<file path="config.mk">
export PLATFORM = sky130hd
export DESIGN_NAME = sd_cmd_sequencer
export DESIGN_NICKNAME = d
export VERILOG_FILES = /design/src/rtl/sd_cmd_sequencer.sv
export SDC_FILE = /design/constraint.sdc
export NUM_CORES = 1
export LEC_CHECK = 0
export ABC_AREA = 0
export BUFFER_PORTS_ARGS = -buffer_cell sky130_fd_sc_hd__clkbuf_2
export CORE_MARGIN = 8
export CORE_UTILIZATION = 48
export DETAILED_ROUTE_END_ITERATION = 16
export PLACE_DENSITY = 0.76
export SLEW_MARGIN = 15
export SYNTH_ARGS = -nofsm -noshare
export SYNTH_HDL_FRONTEND = slang
export SYNTH_SLANG_ARGS = --single-unit
</file>
<file path="constraint.sdc">
create_clock -name i_clk -period 3.4 [get_ports i_clk]
set_input_delay 0.68 -clock i_clk [delete_from_list [all_inputs] [get_ports i_clk]]
set_output_delay 0.68 -clock i_clk [all_outputs]
set_load 0.02 [all_outputs]
</file>
<file path="src/rtl/sd_cmd_sequencer.sv">
// sd_cmd_sequencer: runs one SD SPI-mode command (CRC7 fetch, 6-byte frame, R1 poll).
// Latency: crc_start 1 cycle after acceptance; each SPI byte costs 1 load cycle plus SPI time.
// Backpressure: cmd_ready only in IDLE; CRC/SPI strobes are sampled only in their wait states.
module sd_cmd_sequencer #(
   parameter int NCR_MAX      = 8,
   parameter int CRC_WAIT_MAX = 1024
) (
   input  logic        i_clk,
   input  logic        i_rst,
   input  logic        i_cmd_valid,
   output logic        o_cmd_ready,
   input  logic [5:0]  i_cmd_idx,
   input  logic [31:0] i_cmd_arg,
   output logic        o_crc_start,
   output logic [39:0] o_crc_data,
   input  logic        i_crc_done,
   input  logic [7:0]  i_crc_result,
   output logic        o_spi_go,
   output logic [7:0]  o_spi_txd,
   input  logic        i_spi_done,
   input  logic [7:0]  i_spi_rxd,
   output logic        o_busy,
   output logic        o_done,
   output logic [7:0]  o_r1,
   output logic        o_timeout,
   output logic        o_crc_err
);

   typedef enum logic [2:0] {
      S_IDLE,
      S_CRC_REQ,
      S_CRC_WAIT,
      S_TX_LOAD,
      S_TX_WAIT,
      S_RSP_LOAD,
      S_RSP_WAIT,
      S_FINISH
   } state_t;

   localparam logic [7:0]  LP_NCR_LAST = 8'(NCR_MAX);
   localparam logic [15:0] LP_CRC_LAST = 16'(CRC_WAIT_MAX - 1);

   state_t      r_state;
   logic        r_cmd_ready;
   logic        r_busy;
   logic        r_crc_start;
   logic [39:0] r_crc_data;
   logic [6:0]  r_crc7;
   logic        r_spi_go;
   logic [7:0]  r_spi_txd;
   logic        r_done;
   logic [7:0]  r_r1;
   logic        r_timeout;
   logic        r_crc_err;
   logic [2:0]  r_k;
   logic [7:0]  r_poll;
   logic [15:0] r_wait_cnt;

   logic [2:0]  w_tx_sel;
   logic [7:0]  w_tx_byte;
   logic        w_unused_crc_msb;

   // CRC engine's top result bit carries nothing for CRC7
   assign w_unused_crc_msb = i_crc_result[7];

   // Next frame byte: byte 0 when leaving CRC_WAIT, byte k+1 when leaving TX_WAIT.
   // The latched CRC input word already holds {01, idx, arg}, so it doubles as the frame source.
   always_comb begin
      w_tx_sel  = (r_state == S_TX_WAIT) ? (r_k + 3'd1) : 3'd0;
      w_tx_byte = 8'hFF;
      case (w_tx_sel)
         3'd0:    w_tx_byte = r_crc_data[39:32];
         3'd1:    w_tx_byte = r_crc_data[31:24];
         3'd2:    w_tx_byte = r_crc_data[23:16];
         3'd3:    w_tx_byte = r_crc_data[15:8];
         3'd4:    w_tx_byte = r_crc_data[7:0];
         3'd5:    w_tx_byte = {r_crc7, 1'b1};
         default: w_tx_byte = 8'hFF;
      endcase
   end

   // Transaction FSM; pulse outputs are set on entry to the state that owns them
   always_ff @(posedge i_clk or posedge i_rst) begin
      if (i_rst) begin
         r_state     <= S_IDLE;
         r_cmd_ready <= 1'b1;
         r_busy      <= 1'b0;
         r_crc_start <= 1'b0;
         r_crc_data  <= 40'h0;
         r_crc7      <= 7'h0;
         r_spi_go    <= 1'b0;
         r_spi_txd   <= 8'hFF;
         r_done      <= 1'b0;
         r_r1        <= 8'hFF;
         r_timeout   <= 1'b0;
         r_crc_err   <= 1'b0;
         r_k         <= 3'd0;
         r_poll      <= 8'd0;
         r_wait_cnt  <= 16'd0;
      end else begin
         r_crc_start <= 1'b0;
         r_spi_go    <= 1'b0;
         r_done      <= 1'b0;
         case (r_state)
            S_IDLE: begin
               if (i_cmd_valid) begin
                  r_crc_data  <= {2'b01, i_cmd_idx, i_cmd_arg};
                  r_r1        <= 8'hFF;
                  r_timeout   <= 1'b0;
                  r_crc_err   <= 1'b0;
                  r_k         <= 3'd0;
                  r_poll      <= 8'd0;
                  r_wait_cnt  <= 16'd0;
                  r_cmd_ready <= 1'b0;
                  r_busy      <= 1'b1;
                  r_crc_start <= 1'b1;
                  r_state     <= S_CRC_REQ;
               end
            end
            S_CRC_REQ: begin
               r_state <= S_CRC_WAIT;
            end
            S_CRC_WAIT: begin
               if (i_crc_done) begin
                  r_crc7    <= i_crc_result[6:0];
                  r_k       <= 3'd0;
                  r_spi_txd <= w_tx_byte;
                  r_spi_go  <= 1'b1;
                  r_state   <= S_TX_LOAD;
               end else if (r_wait_cnt == LP_CRC_LAST) begin
                  r_crc_err <= 1'b1;
                  r_done    <= 1'b1;
                  r_state   <= S_FINISH;
               end else begin
                  r_wait_cnt <= r_wait_cnt + 16'd1;
               end
            end
            S_TX_LOAD: begin
               r_state <= S_TX_WAIT;
            end
            S_TX_WAIT: begin
               if (i_spi_done) begin
                  r_spi_go <= 1'b1;
                  if (r_k == 3'd5) begin
                     r_spi_txd <= 8'hFF;
                     r_poll    <= r_poll + 8'd1;
                     r_state   <= S_RSP_LOAD;
                  end else begin
                     r_k       <= r_k + 3'd1;
                     r_spi_txd <= w_tx_byte;
                     r_state   <= S_TX_LOAD;
                  end
               end
            end
            S_RSP_LOAD: begin
               r_state <= S_RSP_WAIT;
            end
            S_RSP_WAIT: begin
               if (i_spi_done) begin
                  if (!i_spi_rxd[7]) begin
                     r_r1    <= i_spi_rxd;
                     r_done  <= 1'b1;
                     r_state <= S_FINISH;
                  end else if (r_poll == LP_NCR_LAST) begin
                     r_r1      <= 8'hFF;
                     r_timeout <= 1'b1;
                     r_done    <= 1'b1;
                     r_state   <= S_FINISH;
                  end else begin
                     r_spi_txd <= 8'hFF;
                     r_spi_go  <= 1'b1;
                     r_poll    <= r_poll + 8'd1;
                     r_state   <= S_RSP_LOAD;
                  end
               end
            end
            S_FINISH: begin
               r_cmd_ready <= 1'b1;
               r_busy      <= 1'b0;
               r_state     <= S_IDLE;
            end
            default: begin
               r_cmd_ready <= 1'b1;
               r_busy      <= 1'b0;
               r_state     <= S_IDLE;
            end
         endcase
      end
   end

   assign o_cmd_ready = r_cmd_ready;
   assign o_busy      = r_busy;
   assign o_crc_start = r_crc_start;
   assign o_crc_data  = r_crc_data;
   assign o_spi_go    = r_spi_go;
   assign o_spi_txd   = r_spi_txd;
   assign o_done      = r_done;
   assign o_r1        = r_r1;
   assign o_timeout   = r_timeout;
   assign o_crc_err   = r_crc_err;

endmodule

</file>
After elaboration in Yosys (flattened, before gate mapping)
Index checks and enable logic that the tools add are counted.
{"block": "classes", "n_eq_ne": 29, "reduce_logical": 19, "addsub": 3, "muxes": 64}
{"cell": "two-way mux 8 bit", "n": 16}
{"cell": "two-way mux 16 bit", "n": 3}
{"cell": "case mux 8 bit (3 select lines)", "n": 2}
{"cell": "case mux 8 bit (6 select lines)", "n": 1}
{"cell": "two-way mux 3 bit", "n": 11}
{"cell": "case mux 16 bit (2 select lines)", "n": 1}
{"cell": "case mux 3 bit (8 select lines)", "n": 1}
{"cell": "inequality test 2 bit (second input constant)", "n": 11}
{"cell": "== test 3 bit (second input constant)", "n": 7}
{"cell": "two-way mux 1 bit", "n": 19}
{"cell": "adder 16 x 1 -> 16 bit (second input constant)", "n": 1}
{"cell": "== test 16 x 10 -> 1 bit (second input constant)", "n": 1}
{"cell": "case mux 8 bit (2 select lines)", "n": 1}
{"cell": "AND reduction 4 bit", "n": 4}
{"cell": "== test 3 x 2 -> 1 bit (second input constant)", "n": 4}
{"cell": "case mux 1 bit (2 select lines)", "n": 5}
{"cell": "AND reduction 5 bit", "n": 2}
{"cell": "case mux 3 bit (3 select lines)", "n": 1}
{"cell": "nonzero test 3 bit", "n": 3}
{"cell": "adder 8 x 1 -> 8 bit (second input constant)", "n": 1}
{"cell": "== test 8 x 4 -> 1 bit (second input constant)", "n": 1}
{"cell": "AND reduction 7 bit", "n": 1}
{"cell": "== test 3 x 1 -> 1 bit (second input constant)", "n": 2}
{"cell": "logical NOT 3 bit", "n": 2}
{"cell": "other kinds (8)", "n": 14}
{"block": "totals", "inputBits": 59, "regBits": 99, "word_cells": 130}

Logic depth before layout (Yosys ltp)
Gate-level depths: netlist of the first run.
{"block": "logic_depth", "word_depth": 7, "ltp_mapped": 8, "mapped_depth_nobuf": 7}

Worst setup path before layout of the first run
No wires, ideal clock.
{"block": "synth_timing", "path_kind": "reg2reg", "from": "reg r_k[0]", "to": "reg r_spi_txd[4], in the netlist o_spi_txd[4]", "arrival_time_ps": 1876, "required_ps": 3317, "path_buffers": 1, "setup_ps": 83, "path_slack_ps": 1441, "period_less_slack_ps": 1959, "stages_incl_launch_ff": 8, "path_cell_list": "dfrtp_1 ha_1 clkbuf_1 mux2i_1 nor2_1 a31oi_1 o221ai_1 o32a_1"}
{"block": "synth_via", "elab_chain_len": 7, "word_cells_on_any_way": 14, "cone_classes": "1 x add/sub; 6 x eq/ne; 6 x mux; 1 x reduce/logical"}
{"item": "from (decl)", "line_no": "55", "source": "logic [2:0] r_k;"}
{"item": "from (signal assigned)", "line_no": "149", "source": "r_k <= r_k + 3'd1;"}
{"item": "adder 3 x 1 -> 3 bit", "line_no": "69", "source": "w_tx_sel = (r_state == S_TX_WAIT) ? (r_k + 3'd1) : 3'd0;"}
{"item": "two-way mux 3 bit", "line_no": "69"}
{"item": "== test 3 bit (tied with other cells)", "line_no": "71", "source": "case (w_tx_sel)"}
{"item": "case mux 8 bit (6 select lines)", "line_no": "71"}
{"item": "two-way mux 8 bit", "line_no": "144", "source": "if (r_k == 3'd5) begin"}
{"item": "two-way mux 8 bit", "line_no": "142", "source": "if (i_spi_done) begin"}
{"item": "case mux 8 bit (3 select lines) (*)", "line_no": "104", "source": "case (r_state)"}
{"item": "to (signal assigned)", "line_no": "127", "source": "r_spi_txd <= w_tx_byte;"}
{"item": "to (signal assigned)", "line_no": "150", "source": "r_spi_txd <= w_tx_byte;"}
{"item": "to (decl)", "line_no": "50", "source": "logic [7:0] r_spi_txd;"}
Mark *: on every way between the ends. The rest lies on a longest branch, timed or not. The select of a mux whose other input is x is not followed.
A chain may end at the register's enable or synchronous reset.

Final worst setup path of the first run
{"block": "layout_timing", "from": "reg r_k[0]", "to": "reg r_spi_txd[3], in the netlist o_spi_txd[3]"}
Same word-level chain as after synthesis.

==> results of run 1 <==
worst register-to-register path: stages, from the launching register on:
cell,delay (ns)
dfrtp_1,0.52
ha_1,0.34
xnor2_2,0.65
mux2_4,0.36
a221oi_2,0.21
a311oi_1,0.07
o32a_1,0.31
worst paths after layout:
kind                                       start                         end  slack (ns)  cells after the start
setup / recovery              r_k[0]$_DFFE_PP0P_    o_spi_txd[3]$_DFFE_PP1P_        0.90                      6
hold / removal                             i_rst  o_crc_data[11]$_DFFE_PP0P_        0.35                      2
setup reg to reg              r_k[0]$_DFFE_PP0P_    o_spi_txd[3]$_DFFE_PP1P_        0.90                      6
hold reg to reg            o_crc_err$_DFFE_PP0P_       o_crc_err$_DFFE_PP0P_        0.47                      2
max in group asynchronous                  i_rst    o_spi_txd[1]$_DFFE_PP1P_        2.30                      3
min in group i_clk         o_crc_err$_DFFE_PP0P_       o_crc_err$_DFFE_PP0P_        0.47                      2
final cells by class:
type | count | area [µm²] | share of cell area
Clock buffer | 9 | 124 | 0.0213
Clock inverter | 7 | 93.8 | 0.0162
Inverter | 10 | 40.0 | 0.00689
Multi-Input combinational cell | 391 | 2230 | 0.384
Sequential cell | 99 | 2500 | 0.430
Tap cell | 136 | 170 | 0.0293
Timing Repair Buffer | 125 | 653 | 0.112
stage by stage:
step / setup slack [ns] / instances / hold slack [ns] / power, mW / area (µm²)
6_report: 0.904 / 777 / 0.352 / 5.07 / 5810
2_1_floorplan: 0.158 / 524 / 0.480 / 3.55 / 4880
4_1_cts: 0.919 / 777 / 0.371 / 5.09 / 5810
3_5_place_dp: 0.919 / 761 / 0.460 / 4.28 / 5590
5_1_grt: 0.783 / 777 / 0.402 / 5.42 / 5810
3_3_place_gp: 0.949 / 761 / 0.456 / 4.19 / 5590
cell families (layout without fill, tap and decap cells):
kind of cell    after synthesis  count (layout)  share of synthesized area
fa+ha+maj                     5               5                     0.0128
buf+inv                      34             151                     0.0316
xor+xnor                     12              12                     0.0231
flops                        99              99                      0.512
compound gates               92              92                      0.137
other cells                   1               1                   0.000769
mux                          18              18                     0.0405
simple gates                263             263                      0.242
per-layer routing:
metal	GRT usage	share of wire	wire (µm)	vias up
li1	-	-	-	2050
met1	0.257	0.44	5580	2043
met2	0.289	0.47	5950	142
met3	0.0477	0.083	1060	10
met4	0.0708	0.012	153	0
met5	0	0	0	-
state kept, by name, summed over array words and instances (netlist names):
register	cells
o_spi_go	1
r_state	3
o_cmd_ready	1
o_crc_data	39
o_r1	8
o_spi_txd	8
o_crc_err	1
r_k	3
r_wait_cnt	16
o_busy	1
o_timeout	1
o_crc_start	1
r_crc7	7
o_done	1
r_poll	8
layout by cell type (no fill, tap or decap), types with 6 or more instances in the layout:
master and instances:
nand2_1 153, clkbuf_2 119, dfrtp_1 82, nor2_1 38, nand3_1 23, o21ai_0 17
dfstp_2 17, a21oi_1 16, xor2_1 11, mux2_2 10, clkbuf_8 9, inv_1 8
a31oi_1 8, or3_1 8, mux2i_1 7, nand4_1 6, nor3_1 6, o22a_1 6
a22oi_1 6
power groups by stage:
stage	combinational (mW)	sequential, mW	clock (mW)
global placement	2.10	2.09	0
detailed placement	2.17	2.11	0
global route	2.37	2.16	0.884
CTS	2.17	2.09	0.833
floorplan	1.19	2.35	0
finish	2.16	2.09	0.825
==> impl_metrics.env, run 1 <==
export IMPL_outcome="completed"
export IMPL_seq_area_frac_synth=0.512
export IMPL_yosysWarnings=0
export IMPL_drtIter0Drc=347
export IMPL_hp_class="primary input to async pin"
export IMPL_crit_slowest_cell="xnor2_2"
export IMPL_grt_max_degree=54
export IMPL_drc=0
export IMPL_portBuffers=119
export IMPL_critPathArrivalTime_ns=2.82
export IMPL_hold_violations=0
export IMPL_die_w_um=117
export IMPL_clk_pin_slew_ns=0.11
export IMPL_p_comb_frac=0.425
export IMPL_crit_required_ns=3.72
export IMPL_dr_pass1_iters=5
export IMPL_gp_congestion=0.828
export IMPL_viasPerCell=5.46
export IMPL_p_seq_frac=0.412
export IMPL_start_util=0.483
export IMPL_synth_area_um2=4880
export IMPL_synth_top_cell_area_share=0.421
export IMPL_synth_ff_type="dfrtp_1"
export IMPL_syn_num_nets=588
export IMPL_nFillCells=955
export IMPL_fin_nets=700
export IMPL_clock_sinks=99
export IMPL_finalClockSkew_ns=0.0180
export IMPL_path_buf_inv=0
export IMPL_ctsHtreeMaxLevel=3
export IMPL_slew_viol_final=0
export IMPL_globalRouteOverflowTotal=0
export IMPL_min_period_over_period=0.734
export IMPL_slew_headroom=0.459
export IMPL_grt_pass1_wl_um=20400
export IMPL_synth_edf_count=0
export IMPL_crit_type="register to register"
export IMPL_rsz0062_at_grt="false"
export IMPL_critPathLaunchType="register"
export IMPL_ys_ff_latch=99
export IMPL_period_minus_slack_ns=2.50
export IMPL_ys_async_sr_fraction=1.00
export IMPL_fp_dieH_um=117
export IMPL_yosys_area_top_type="dfrtp_1"
export IMPL_synth_cell_type_count=64
export IMPL_antenna_found_initial=0
export IMPL_core_area_um2=10100
export IMPL_max_stage_delay_ns=0.65
export IMPL_vias=4245
export IMPL_tightestPinTransition_ns=0.808
export IMPL_postSynthAreaPerCell_um2=9.31
export IMPL_ios=122
export IMPL_die_area_um2=13600
export IMPL_max_cap_violations=0
export IMPL_crit_family="XOR/XNOR gates"
export IMPL_antenna_cells_inserted=0
export IMPL_p_sw_frac=0.447
export IMPL_clock_power_share=0.163
export IMPL_ant_nets=0
export IMPL_wl_per_cell_um=16.4
export IMPL_wirelength_um=12700
export IMPL_area_growth_pct=19.1
export IMPL_setup_viol=0
export IMPL_worstSkewPairLatency_ns=0.38
export IMPL_synth_area_leaders="dfrtp_1, nand2_1, dfstp_2"
export IMPL_cts_resized_gates=0
export IMPL_dp_hpwl_um=9510
export IMPL_setup_worst_path_end_class="register"
export IMPL_cts_root_buf="clkbuf_8"
export IMPL_fmaxAchievable_mhz=401
export IMPL_syn_inst=524
export IMPL_cts_tree="built"
export IMPL_cts_buffers_inserted=9
export IMPL_tns_ns=0
export IMPL_yosysMostFrequentCell="nand2_1"
export IMPL_grt_pass1_vias=4123
export IMPL_final_util=0.576
export IMPL_path_max_fanout=13
export IMPL_switching_power_mw=2.27
export IMPL_powerDensity_nw_per_um2=873
export IMPL_p_leak_nw=2.81
export IMPL_path_cells="ha_1 > xnor2_2 > mux2_4 > a221oi_2 > a311oi_1 > o32a_1"
export IMPL_netlist_top_cells_count="nand2_1, dfrtp_1, nor2_1"
export IMPL_rows=37
export IMPL_ctsHoldBuffers=0
export IMPL_internal_power_mw=2.81
export IMPL_ir_drop_v=0.000448
export IMPL_grt_total_usage=0.190
export IMPL_cts_buffer_depth=2
export IMPL_drive_above_1_share=0.295
export IMPL_postCtsSetupBuffers=0
Note: power is estimated with default switching activity, not from simulation.
==> inputs of run 2 (changes only) <==
==> constraint.sdc (replaced) <==
create_clock -name i_clk -period 2.21 [get_ports i_clk]
set_input_delay 0.442 -clock i_clk [delete_from_list [all_inputs] [get_ports i_clk]]
set_output_delay 0.442 -clock i_clk [all_outputs]
set_load 0.02 [all_outputs]
==> run 2 against run 1 <==
Clock skew fell by 0.0013 ns. Register-to-register slack worse by 0.80 ns. Fmax increased by 18%. Critical path type unchanged. Largest cell class unchanged. Highest routed layer unchanged.
==> impl_metrics.env, run 2 (synthesized netlist as in run 1, its figures left out) <==
export IMPL_p_seq_frac=0.402
export IMPL_switching_power_mw=3.49
export IMPL_antenna_cells_inserted=0
export IMPL_grt_pass1_wl_um=21200
export IMPL_max_cap_violations=0
export IMPL_fin_nets=719
export IMPL_nFillCells=905
export IMPL_max_stage_delay_ns=0.64
export IMPL_p_comb_frac=0.457
export IMPL_powerDensity_nw_per_um2=1310
export IMPL_largest_register_ffs=39
export IMPL_die_area_um2=13600
export IMPL_cts_root_buf="clkbuf_8"
export IMPL_fp_dieH_um=117
export IMPL_internal_power_mw=4.34
export IMPL_min_period_over_period=0.953
export IMPL_grt_total_usage=0.197
export IMPL_r2r_start="r_k[0]$_DFFE_PP0P_"
export IMPL_crit_type="register to register"
export IMPL_path_buf_inv=0
export IMPL_tns_ns=0
export IMPL_layout_commonest_cell="nand2_1"
export IMPL_dp_hpwl_um=9830
export IMPL_viasPerCell=5.37
export IMPL_rows=37
export IMPL_portBuffers=119
export IMPL_start_util=0.483
export IMPL_finalClockSkew_ns=0.0167
export IMPL_drc=0
export IMPL_setup_viol=0
export IMPL_hold_violations=0
export IMPL_cts_buffers_inserted=9
export IMPL_gp_congestion=0.858
export IMPL_final_cell_mix="nand2_1, clkbuf_2, dfrtp_1, nor2_1, nand3_1"
export IMPL_period_minus_slack_ns=2.11
export IMPL_ir_drop_v=0.000547
export IMPL_critPathLaunchType="register"
export IMPL_clock_sinks=99
export IMPL_p_leak_nw=2.90
export IMPL_path_depth=6
export IMPL_cts_tree="built"
export IMPL_wirelength_um=12800
export IMPL_hp_class="primary input to async pin"
export IMPL_wl_per_cell_um=16.1
export IMPL_vias=4271
export IMPL_outcome="completed"
export IMPL_crit_start="r_k[0]$_DFFE_PP0P_"
export IMPL_drtIter0Drc=365
export IMPL_cts_buffer_depth=2
export IMPL_crit_slowest_cell="ha_1"
export IMPL_multi_input_area_um2=2250
export IMPL_dr_pass1_iters=5
export IMPL_final_util=0.591
export IMPL_ctsHoldBuffers=0
export IMPL_placed_area_um2=5760
export IMPL_globalRouteOverflowTotal=0
export IMPL_ios=122
export IMPL_setup_worst_path_end_class="register"
export IMPL_die_w_um=117
export IMPL_final_area_um2=5960
export IMPL_area_growth_pct=22.3
export IMPL_ant_nets=0
export IMPL_antenna_found_initial=0
export IMPL_clk_pin_slew_ns=0.10
export IMPL_worstSkewPairLatency_ns=0.38
export IMPL_ctsHtreeMaxLevel=3
export IMPL_critPathArrivalTime_ns=2.42
export IMPL_crit_required_ns=2.52
export IMPL_drive_above_1_share=0.318
export IMPL_regArea_um2=2500
export IMPL_crit_path_end="o_spi_txd[4]$_DFFE_PP1P_"
export IMPL_p_sw_frac=0.446
export IMPL_tightestPinTransition_ns=0.647
export IMPL_grt_max_degree=31
export IMPL_hold_ws_ns=0.135
export IMPL_r2r_end="o_spi_txd[4]$_DFFE_PP1P_"
export IMPL_fmaxAchievable_mhz=475
export IMPL_crit_family="compound AO/OA/AOI/OAI gates"
export IMPL_path_cells="ha_1 > mux2i_1 > nor2_1 > a31oi_1 > o221ai_1 > o32a_1"
export IMPL_core_area_um2=10100
export IMPL_slew_viol_final=0
export IMPL_clock_power_share=0.141
export IMPL_grt_pass1_vias=4264
export IMPL_rrSetupSlack_ns=0.10
export IMPL_slew_headroom=0.568
export IMPL_path_max_fanout=13
export IMPL_reg2reg_depth=6
export IMPL_rsz0062_at_grt="false"
-- run 2: cell types whose count changed in the layout (fill, tap and decap cells not counted), sizes merged --
cell,change
clkinvlp,+1
buf,+19
bufinv,-1
-- run 2: layout make-up --
type / instances / area share
multi-input cells: 391 / 0.378
flip-flops and latches: 99 / 0.419
clock buffers: 9 / 0.0208
well taps: 136 / 0.0285
clock inverters: 7 / 0.00923
repair buffers: 144 / 0.138
inverters: 10 / 0.00692
-- run 2: worst min-delay path by stage --
stage | end | slack [ns]
after floorplan | r_crc7[1]$_DFFE_PP0P_ | 0.48
after global placement | o_crc_err$_DFFE_PP0P_ | 0.46
final | r_crc7[3]$_DFFE_PP0P_ | 0.14
after CTS | r_crc7[3]$_DFFE_PP0P_ | 0.14
after detailed placement | o_crc_err$_DFFE_PP0P_ | 0.48
after global routing | r_crc7[0]$_DFFE_PP0P_ | 0.17
-- run 2: power groups by stage --
stage / clock network, mW / registers (mW) / logic [mW]
2_1_floorplan: 0 / 3.62 / 1.84
3_3_place_gp: 0 / 3.15 / 3.48
3_5_place_dp: 0 / 3.18 / 3.57
4_1_cts: 1.13 / 3.15 / 3.59
5_1_grt: 1.21 / 3.24 / 3.95
6_report: 1.10 / 3.15 / 3.58
-- run 2: timing repair --
item	4_1_cts	5_1_grt
buffers inserted	0	0
gates resized for setup	0	3
hold endpoints to repair	0	0
endpoints found under the setup margin	0	13
-- run 2: per-layer routing --
| metal | GRT usage | vias up | share of wire |
|---|---|---|---|
| li1 | - | 2078 | - |
| met1 | 0.264 | 2027 | 0.45 |
| met2 | 0.312 | 155 | 0.46 |
| met3 | 0.0477 | 11 | 0.078 |
| met4 | 0.0563 | 0 | 0.011 |
| met5 | 0 | - | 0 |
-- run 2: stage by stage --
stage / total power [mW] / setup slack, ns / cells
3_3_place_gp: 6.63 / 0.128 / 780
3_5_place_dp: 6.76 / 0.0779 / 780
4_1_cts: 7.86 / 0.0516 / 796
5_1_grt: 8.40 / 0.00654 / 796
2_1_floorplan: 5.45 / 0.251 / 524
6_report: 7.83 / 0.103 / 796
==> inputs of run 3 (changes only) <==
--- a/config.mk
+++ b/config.mk
@@ -7,10 +7,10 @@
 export LEC_CHECK = 0
 export ABC_AREA = 0
 export BUFFER_PORTS_ARGS = -buffer_cell sky130_fd_sc_hd__clkbuf_2
+export CORE_ASPECT_RATIO = 1.5
 export CORE_MARGIN = 8
-export CORE_UTILIZATION = 48
+export CORE_UTILIZATION = 25
 export DETAILED_ROUTE_END_ITERATION = 16
-export PLACE_DENSITY = 0.76
 export SLEW_MARGIN = 15
 export SYNTH_ARGS = -nofsm -noshare
 export SYNTH_HDL_FRONTEND = slang
==> run 3 against run 2 <==
Clock-buffer cell count unchanged. Sequential share of layout area down 2.2 points. Non-clock buffer count up 6. Sequential power about the same. Critical path type unchanged. Setup slack better by 0.059 ns. Combinational power up 4%. Critical path depth unchanged. Core utilization down 26 points. Highest routed layer is now met5.
==> impl_metrics.env, run 3 (synthesized netlist as in run 1, its figures left out) <==
export IMPL_outcome="completed"
export IMPL_period_minus_slack_ns=2.05
export IMPL_worstSkewPairLatency_ns=0.36
export IMPL_ios=122
export IMPL_slew_headroom=0.641
export IMPL_layout_commonest_cell="nand2_1"
export IMPL_drive_above_1_share=0.321
export IMPL_cts_buffer_depth=2
export IMPL_crit_type="register to register"
export IMPL_ant_nets=0
export IMPL_die_area_um2=24300
export IMPL_fmaxAchievable_mhz=488
export IMPL_globalRouteOverflowTotal=0
export IMPL_ctsHtreeMaxLevel=3
export IMPL_clock_sinks=99
export IMPL_largest_register_ffs=39
export IMPL_ctsHoldBuffers=0
export IMPL_p_leak_nw=2.98
export IMPL_cts_buffers_inserted=9
export IMPL_wirelength_um=14700
export IMPL_powerDensity_nw_per_um2=1370
export IMPL_critPathLaunchType="register"
export IMPL_fin_nets=725
export IMPL_crit_slowest_cell="ha_1"
export IMPL_grt_pass1_wl_um=23100
export IMPL_cts_root_buf="clkbuf_16"
export IMPL_critPathArrivalTime_ns=2.33
export IMPL_min_period_over_period=0.927
export IMPL_placed_area_um2=5940
export IMPL_clk_pin_slew_ns=0.07
export IMPL_vias=4240
export IMPL_dp_worst_setup_slack_ns=0.162
export IMPL_rows=62
export IMPL_final_area_um2=6290
export IMPL_nFillCells=2007
export IMPL_wl_per_cell_um=16.0
export IMPL_fin_ws_ns=0.162
export IMPL_antenna_cells_inserted=0
export IMPL_fp_dieH_um=187
export IMPL_final_cell_mix="nand2_1, clkbuf_2, dfrtp_1, nor2_1, buf_4"
export IMPL_path_cells="ha_1 > mux2i_1 > nor2_1 > a31oi_1 > o221ai_1 > o32a_1"
export IMPL_max_cap_violations=0
export IMPL_dp_hpwl_um=11200
export IMPL_crit_required_ns=2.49
export IMPL_setup_viol=0
export IMPL_grt_pass1_vias=4186
export IMPL_die_w_um=130
export IMPL_viasPerCell=4.60
export IMPL_gp_congestion=0.781
export IMPL_finalClockSkew_ns=0.00795
export IMPL_tightestPinTransition_ns=0.539
export IMPL_path_max_fanout=11
export IMPL_slew_viol_final=0
export IMPL_core_area_um2=19200
export IMPL_rrSetupSlack_ns=0.16
export IMPL_cts_tree="built"
export IMPL_hold_violations=0
export IMPL_grt_max_degree=58
export IMPL_rsz0062_at_grt="false"
export IMPL_grt_total_usage=0.123
export IMPL_max_stage_delay_ns=0.56
export IMPL_drtIter0Drc=242
export IMPL_antenna_found_initial=2
export IMPL_ir_drop_v=0.000701
export IMPL_area_growth_pct=29.0
export IMPL_hp_class="primary input to async pin"
export IMPL_start_util=0.255
export IMPL_setup_worst_path_end_class="register"
export IMPL_drc=0
export IMPL_tns_ns=0
export IMPL_portBuffers=119
export IMPL_dr_pass1_iters=6
-- run 3: cell count changes in the layout (fill, tap and decap cells not counted), moves of 2 or more --
cell and change:
clkbuf_16 +9, clkbuf_8 -9, buf_4 +7, clkinvlp_4 +3, inv_6 -3, a31oi_1 +2
a31oi_2 -2, bufinv_16 +2, clkinv_2 -2
-- run 3: worst paths after layout --
kind	from	end	cells past startpoint
worst min-delay path	i_rst	o_crc_data[4]$_DFFE_PP0P_	3
worst max register to register	r_k[0]$_DFFE_PP0P_	o_spi_txd[4]$_DFFE_PP1P_	6
worst max-delay path	r_k[0]$_DFFE_PP0P_	o_spi_txd[4]$_DFFE_PP1P_	6
min in group i_clk	i_cmd_arg[18]	o_crc_data[18]$_DFFE_PP0P_	3
worst min register to register	o_crc_err$_DFFE_PP0P_	o_crc_err$_DFFE_PP0P_	2
max in group asynchronous	i_rst	o_cmd_ready$_DFFE_PP1P_	3
-- run 3: cell type report --
class | count | area, µm² | share of cell area
sequential | 99 | 2500 | 0.397
multi-input combinational | 391 | 2250 | 0.358
tap | 256 | 320 | 0.0509
clock inverter | 7 | 101 | 0.0161
clock buffer | 9 | 225 | 0.0358
inverter | 10 | 41.3 | 0.00656
timing repair buffer | 150 | 853 | 0.136
-- run 3: stage by stage --
stage                     power (mW)  hold slack, ns  cells  utilization
after floorplan                 5.45           0.480    524            -
after CTS                       8.70           0.173    922        0.327
after global placement          6.86           0.456    906        0.310
final                           8.61           0.166    922        0.328
after global routing            9.20           0.194    922        0.328
after detailed placement        6.91           0.464    906        0.310
-- run 3: report_power, final --
part | switching (mW) | internal, mW
Sequential | 0.572 | 2.56
Clock | 0.735 | 1.00
Combinational | 2.31 | 1.43
Total | 3.62 | 5.00
-- run 3: critical path: cells and delay by family (launching register included) --
| kind | cells | cell delay (ns) |
|---|---|---|
| adders and majority gates | 1 | 0.56 |
| and+or+nand+nor | 1 | 0.05 |
| muxes | 1 | 0.25 |
| DFF | 1 | 0.42 |
| AOI/OAI and AO/OA | 3 | 0.69 |
-- run 3: timing repair --
| action | 4_1_cts | 5_1_grt |
|---|---|---|
| gates resized for setup | 0 | 2 |
| buffers inserted | 0 | 0 |
| setup endpoints to repair | 0 | 2 |
-- run 3: routing by layer --
| metal | vias to the layer above | part of all wire | global-route usage |
|---|---|---|---|
| li1 | 2091 | - | - |
| met1 | 2012 | 0.41 | 0.143 |
| met2 | 114 | 0.50 | 0.207 |
| met3 | 19 | 0.063 | 0.0277 |
| met4 | 4 | 0.024 | 0.0606 |
| met5 | - | 0.0018 | 0 |
